[src/rtl/register_writeback_if.sv]
// register_writeback_if: execute-to-writeback bundle, register read ports and writeback/retire status
interface register_writeback_if;
  typedef struct packed {
    logic [31:0] alu_result;
    logic        alu_result_ready;
    logic        do_not_execute;
    logic [4:0]  reg_wr_addr;
    logic        rd_wr_en;
  } ex_wb_t;
  ex_wb_t      ex_wb_r;
  logic [4:0]  rs1_addr;
  logic [4:0]  rs2_addr;
  logic [31:0] rs1_data;
  logic [31:0] rs2_data;
  logic        wb_valid;
  logic [4:0]  wb_addr;
  logic [31:0] wb_data;
  logic [31:0] retired_count;
  modport master (
    output ex_wb_r, rs1_addr, rs2_addr,
    input  rs1_data, rs2_data, wb_valid, wb_addr, wb_data, retired_count
  );
  modport slave (
    input  ex_wb_r, rs1_addr, rs2_addr,
    output rs1_data, rs2_data, wb_valid, wb_addr, wb_data, retired_count
  );
endinterface

[src/rtl/register_writeback.sv]
// register_writeback: x1..x31 register file, writeback commit and retire counter; WB_BYPASS_EN enables same-cycle forwarding
module register_writeback (
  input logic                  clk,
  input logic                  reset_n,
  register_writeback_if.slave  bus
);
  logic [31:0] regs [1:31];
  logic [31:0] count_q;
  logic        retire;
  logic        commit;
  logic        wr;
  // reset_n gating discards any commit that coincides with reset
  assign retire = reset_n && bus.ex_wb_r.alu_result_ready && !bus.ex_wb_r.do_not_execute;
  assign commit = retire && bus.ex_wb_r.rd_wr_en;
  assign wr     = commit && (bus.ex_wb_r.reg_wr_addr != 5'd0);
  assign bus.retired_count = count_q;
  function automatic logic [31:0] rd(input logic [4:0] a);
    logic [31:0] s;
    s = (a == 5'd0 || !reset_n) ? 32'h0 : regs[a];
`ifdef WB_BYPASS_EN
    return (wr && a == bus.ex_wb_r.reg_wr_addr) ? bus.ex_wb_r.alu_result : s;
`else
    return s;
`endif
  endfunction
  always_comb begin
    bus.rs1_data = rd(bus.rs1_addr);
    bus.rs2_data = rd(bus.rs2_addr);
  end
  always_ff @(posedge clk or negedge reset_n) begin
    if (!reset_n) begin
      for (int i = 1; i < 32; i++) regs[i] <= '0;
      bus.wb_valid <= 1'b0;
      bus.wb_addr  <= '0;
      bus.wb_data  <= '0;
      count_q      <= '0;
    end else begin
      if (wr) regs[bus.ex_wb_r.reg_wr_addr] <= bus.ex_wb_r.alu_result;
      bus.wb_valid <= commit;
      if (commit) begin
        bus.wb_addr <= bus.ex_wb_r.reg_wr_addr;
        bus.wb_data <= bus.ex_wb_r.alu_result;
      end
      if (retire) count_q <= count_q + 32'd1;
    end
  end
endmodule

[src/flat_wrapper.sv]
// flat-port wrapper written by rule: the top's interface ports become plain ports
module register_writeback_flat 
  (clk, reset_n, bus_ex_wb_r, bus_rs1_addr, bus_rs2_addr, bus_rs1_data, bus_rs2_data, bus_wb_valid, bus_wb_addr, bus_wb_data, bus_retired_count);
  register_writeback_if bus_i ();
  input logic clk;
  input logic reset_n;
  input wire logic [$bits(bus_i.ex_wb_r)-1:0] bus_ex_wb_r;
  input wire logic [$bits(bus_i.rs1_addr)-1:0] bus_rs1_addr;
  input wire logic [$bits(bus_i.rs2_addr)-1:0] bus_rs2_addr;
  output wire logic [$bits(bus_i.rs1_data)-1:0] bus_rs1_data;
  output wire logic [$bits(bus_i.rs2_data)-1:0] bus_rs2_data;
  output wire logic [$bits(bus_i.wb_valid)-1:0] bus_wb_valid;
  output wire logic [$bits(bus_i.wb_addr)-1:0] bus_wb_addr;
  output wire logic [$bits(bus_i.wb_data)-1:0] bus_wb_data;
  output wire logic [$bits(bus_i.retired_count)-1:0] bus_retired_count;
  assign bus_i.ex_wb_r = bus_ex_wb_r;
  assign bus_i.rs1_addr = bus_rs1_addr;
  assign bus_i.rs2_addr = bus_rs2_addr;
  assign bus_rs1_data = bus_i.rs1_data;
  assign bus_rs2_data = bus_i.rs2_data;
  assign bus_wb_valid = bus_i.wb_valid;
  assign bus_wb_addr = bus_i.wb_addr;
  assign bus_wb_data = bus_i.wb_data;
  assign bus_retired_count = bus_i.retired_count;
  register_writeback u_core (.clk(clk), .reset_n(reset_n), .bus(bus_i));
endmodule
[config.mk]
export PLATFORM = sky130hd
export DESIGN_NAME = register_writeback_flat
export DESIGN_NICKNAME = d
export VERILOG_FILES = /design/src/rtl/register_writeback_if.sv /design/src/rtl/register_writeback.sv /design/src/flat_wrapper.sv
export SDC_FILE = /design/constraint.sdc
export NUM_CORES = 2
export LEC_CHECK = 0
export CAP_MARGIN = 20
export CELL_PAD_IN_SITES_DETAIL_PLACEMENT = 0
export CELL_PAD_IN_SITES_GLOBAL_PLACEMENT = 2
export CORE_MARGIN = 3
export CORE_UTILIZATION = 36
export CTS_CLUSTER_SIZE = 24
export DETAILED_ROUTE_END_ITERATION = 12
export HOLD_SLACK_MARGIN = 0.1
export PLACE_DENSITY_LB_ADDON = 0.08
export SYNTH_ARGS = -nofsm -noshare
export SYNTH_HDL_FRONTEND = slang
export SYNTH_SLANG_ARGS = --single-unit
[constraint.sdc]
create_clock -name clk -period 2.4 [get_ports clk]
set_input_delay 0.48 -clock clk [delete_from_list [all_inputs] [get_ports clk]]
set_output_delay 0.48 -clock clk [all_outputs]
set_load 0.05 [all_outputs]
== Yosys cells after proc, flatten, opt, wreduce, memory -nomap -nowiden ==
Cells that the tools add are included.
Word-level totals
  flip-flop bits (word level): 1062
Operators by class
  add/subtract/negate cells: 1
  $lt $le $gt $ge: 4
  muxes and demuxes: 11
  bitwise logic cells: 3
  reductions and logical operators: 12
Operators by type and width (number)
  $bwmux 992: 1
  $bmux 32 s5: 2
  $mux 32: 7
  $demux 32 s5: 1
  $add 32x1->32 const B: 1
  $ge 6x6->1 const B: 3
  $not 5->6: 3
  $logic_not 5->1: 2
  $lt 6x1->1 const B: 1
  $logic_and 1x1->1: 5
  $reduce_bool 5->1: 1
  $logic_not 1->1: 2
  $logic_or 1x1->1: 2

== Depth between registers and ports, before layout ==
  word-level depth: 6
  depth in mapped cells: 9

== Worst setup path after synthesis ==
OpenSTA, ideal clock, no wires.
  kind: input port to output port
  from: in bus_rs1_addr[1]
  to: out bus_rs1_data[16]
  data arrival time: 2.830 ns
  data required time: 1.920 ns
  path slack: -0.910 ns
  stages: 7
  cells stage by stage: buf_2 -> buf_4 -> nand4_1 -> clkbuf_1 -> o22ai_1 -> and4bb_2 -> a211oi_1
Between the ends
  longest elaborated chain between the ends: 5
RTL lines
  from (decl): RTL line flat_wrapper.sv:8  | input wire logic [$bits(bus_i.rs1_addr)-1:0] bus_rs1_addr;
  $not 5->6 (implied by the code): RTL line register_writeback.sv:19  | s = (a == 5'd0 || !reset_n) ? 32'h0 : regs[a];
  $bmux 32 s5: RTL line register_writeback.sv:19
  $mux 32 (implied by the code) (2 in a row): RTL line register_writeback.sv:19
  $mux 32 (*): RTL line register_writeback.sv:19
  to (decl): RTL line flat_wrapper.sv:10  | output wire logic [$bits(bus_i.rs1_data)-1:0] bus_rs1_data;
Mark *: on every way between the ends. The rest lies on a longest branch, timed or not. The select of a mux whose other input is x is not followed.

== Final worst setup path ==
  from: reg u_core.regs[444] (netlist name)
  to: out bus_rs1_data[28]
Between the ends
  longest elaborated chain between the ends: 4
RTL lines
  from (decl): RTL line register_writeback.sv:7  | logic [31:0] regs [1:31];
  from (signal, indexed assignment): RTL line register_writeback.sv:38  | if (wr) regs[bus.ex_wb_r.reg_wr_addr] <= bus.ex_wb_r.alu_result;
  $bmux 32 s5: RTL line register_writeback.sv:19
  $mux 32 (implied by the code) (2 in a row): RTL line register_writeback.sv:19
  $mux 32: RTL line register_writeback.sv:19
Every way passes these cells. The select of a mux whose other input is x is not followed.

==> flow_summary.toml <==
[run_status]
status = "finished, violations left"
violations = "negative setup slack"

[clock_tree]
htree_levels = 4
cts_tree = "yes"
clock-sinks = 1062
insertion_delay_ps = 750
clock-root-buffer = "clkbuf_16"
clock_path_buffers = 3
cts.clk_slew.worst_paths_ps = 60
cts_made_buffers = 132

[global_routing]
antenna_found_initial = 4
grt_start_max_net_pins = 155
track_usage_pct = 26.6
grt-ovfl-total = 0
grt_pass1_wl_um = 311000
grt_pass1_vias = 40700

[layout]
area_growth_syn_to_layout_pct = 28.8
stdcell_count = 6638
diodes = 0
nets = 4550
drive_above_1_share_pct = 56.3
design_area_um2 = 72400

[sta]
finalMaxSlewViolations = 0
rsz0062_at_grt = "yes"
finalClockSkew_ps = 6.08
setup_viol = 64
tns_ps = -29120
worst_slew_pin_slew_ps = 994
period_needed_ps = 3100
max_freq_mhz = 322
relSlewSlack_pct = 33.7
finalHoldViolCount = 0
min_period_over_period_pct = 129
worst_slack_ps = -705

[yosys]
ys_seq_area_share_pct = 47.3
synth_top_area_share_pct = 47.3
avgSynthCellArea_um2 = 14.1
ys_types = 51
async_flop_share_pct = 100
synth_edf_count = 0
synth_area_um2 = 56200
synth_warnings = 0
synth_ff_type = "dfrtp_1"
synth-seq-cells = 1062
syn_nets = 4049
syn_inst = 3996
synthTopCellsByArea = "dfrtp_1, mux2_2, mux4_2, mux2i_1, nand2_1"
yosysTopAreaCell = "dfrtp_1"

[critical_path]
crit_end = "bus_rs1_data[28]"
startpoint_type = "flop"
cp_data_arrival_time_ps = 2620
crit_required_ps = 1920
worstPathMaxFanout = 3
endpoint_kind = "output pin"
rr_worst_depth = 4
reg2reg_to = "u_core.bus.retired_count[17]"
r2r-start = "u_core.bus.retired_count[9]"
critPathKind = "reg -> out"
r2r_setup_slack_ps = 590
crit_path_start = "u_core.regs[444]"

[place]
portBuffers = 185
gp_congestion = 0.817
dpl.cell_count = 6334
place_area_um2 = 66300
dp_hpwl_um = 147000
place_ws_ps = -955

[power_and_ir_drop]
fin_total_pwr_w = 0.0463
clkPwrFrac_pct = 43.0
seq_power_share_pct = 42.3
power.switching_w = 0.0125
swShare_pct = 26.9
internal-power_w = 0.0338
peakVddDrop_v = 0.000717
combPwrFrac_pct = 14.7
power_leakage_nw = 33.1
p_per_area_nw_per_um2 = 639

[die]
coreArea_um2 = 155000
chipWidth_um = 401
fp-row-count = 144
ios = 186
dieArea_um2 = 161000
die_h_um = 401
start_util_pct = 36.4

[route]
wire_per_inst_um = 32.6
ant_nets = 0
vias = 38900
firstDrtPassIters = 5
post-route-drc-count = 0
via_per_inst = 5.86
drt-initial-drc-count = 3033
routed_wl_um = 216000

[worst_hold_path]
hold_class = "in -> async"

[flow_run]
drv_cap = 0
[worst max-delay path, cell delays in order (launching register included)]
cell and delay [ps]:
dfrtp_1 380, mux4_2 310, nand3_2 80, nor4bb_4 160, a211oi_4 700, buf_12 220
[cells in the final DEF, fill, tap and decap left out, types with 47 or more instances in the layout]
cell	netlist	layout
clkbuf_16	0	142
buf_4	98	386
dfrtp_1	1062	1062
mux4_2	360	360
nand2_1	293	258
buf_12	0	238
o22ai_1	52	47
mux2_2	1088	1087
a22oi_2	0	71
dlygate4sd2_1	0	70
mux2i_1	177	171
a22oi_1	139	68
[sequential cells by signal, indices dropped and copies added (netlist names)]
name,count
u_core.bus.wb_valid,1
u_core.regs,992
u_core.bus.retired_count,32
u_core.bus.wb_addr,5
u_core.bus.wb_data,32
[logic make-up after synthesis]
logic type                 after synthesis  share of synthesized area (%)
and+or+nand+nor                        469                           4.01
AOI/OAI and AO/OA                      375                           5.09
adders and majority gates                1                         0.0222
DFF                                   1062                           47.3
buffers and inverters                  433                           3.79
xor gates and xnor gates                31                          0.483
muxes                                 1625                           39.4
[cell type report]
type / instances / area [um^2]
repair buffers: 781 / 9390
fillers: 13800 / 82200
inverters: 19 / 73.8
clock inverters: 27 / 304
multi-input cells: 2501 / 29600
clock buffers: 204 / 3960
well taps: 2044 / 2560
flip-flops and latches: 1062 / 26600
[synth_stat cells (7+ instances only)]
cell,n
mux2_2,1088
o22ai_1,52
nand2_1,293
a211o_1,12
and4bb_2,7
nand4_1,13
o211a_1,20
a211oi_1,20
buf_2,99
nand3_1,39
xnor2_1,26
nor4bb_1,15
a22oi_1,139
a221oi_1,12
a41oi_1,12
mux2i_1,177
nor2_1,45
a32oi_1,12
clkbuf_1,199
dfrtp_1,1062
o221ai_1,32
a21oi_1,32
nor4_1,9
buf_4,98
buf_1,16
a31o_2,28
mux4_2,360
inv_1,19
[power by group through the flow]
stage | Clock, W | Combinational, W | Sequential [W]
6_report | 0.0199 | 0.00678 | 0.0196
5_1_grt | 0.0211 | 0.00717 | 0.0197
4_1_cts | 0.0205 | 0.00671 | 0.0196
3_5_place_dp | 0 | 0.00660 | 0.0199
3_3_place_gp | 0 | 0.00658 | 0.0199
2_1_floorplan | 0 | 0.00326 | 0.0202
[layer usage]
metal	part of all wire, %	track usage, %	vias to the layer above
met1	48	39.6	21400
li1	-	-	16200
met4	2.1	5.81	0
met3	4.7	3.91	235
met5	0	0	-
met2	46	41.0	1063
[how the worst min path moves through the flow]
stage                                start                     endpoint  slack (ps)
CTS                                reset_n             u_core.regs[841]         140
finish                             reset_n             u_core.regs[452]         120
global route                       reset_n             u_core.regs[293]         150
detailed placement  u_core.bus.wb_data[11]       u_core.bus.wb_data[11]         470
global placement     u_core.bus.wb_data[4]        u_core.bus.wb_data[4]         460
floorplan                          reset_n  u_core.bus.retired_count[0]         180
[metrics by stage]
| stage | hold WS (ps) | utilization, % |
|---|---|---|
| after global routing | 154 | 46.9 |
| after CTS | 143 | 46.4 |
| final | 119 | 46.9 |
| after floorplan | 184 | - |
| after detailed placement | 465 | 42.9 |
| after global placement | 459 | 42.9 |
[timing repair]
item                       CTS  global route
pin swaps                  163            51
setup endpoints to repair  134            99
cloned                       0             6
gates resized for setup    238            70
hold buffers                 6             0
buffers inserted            41            24
hold endpoints to repair   196             0
Note: power is estimated with default switching activity, not from simulation.
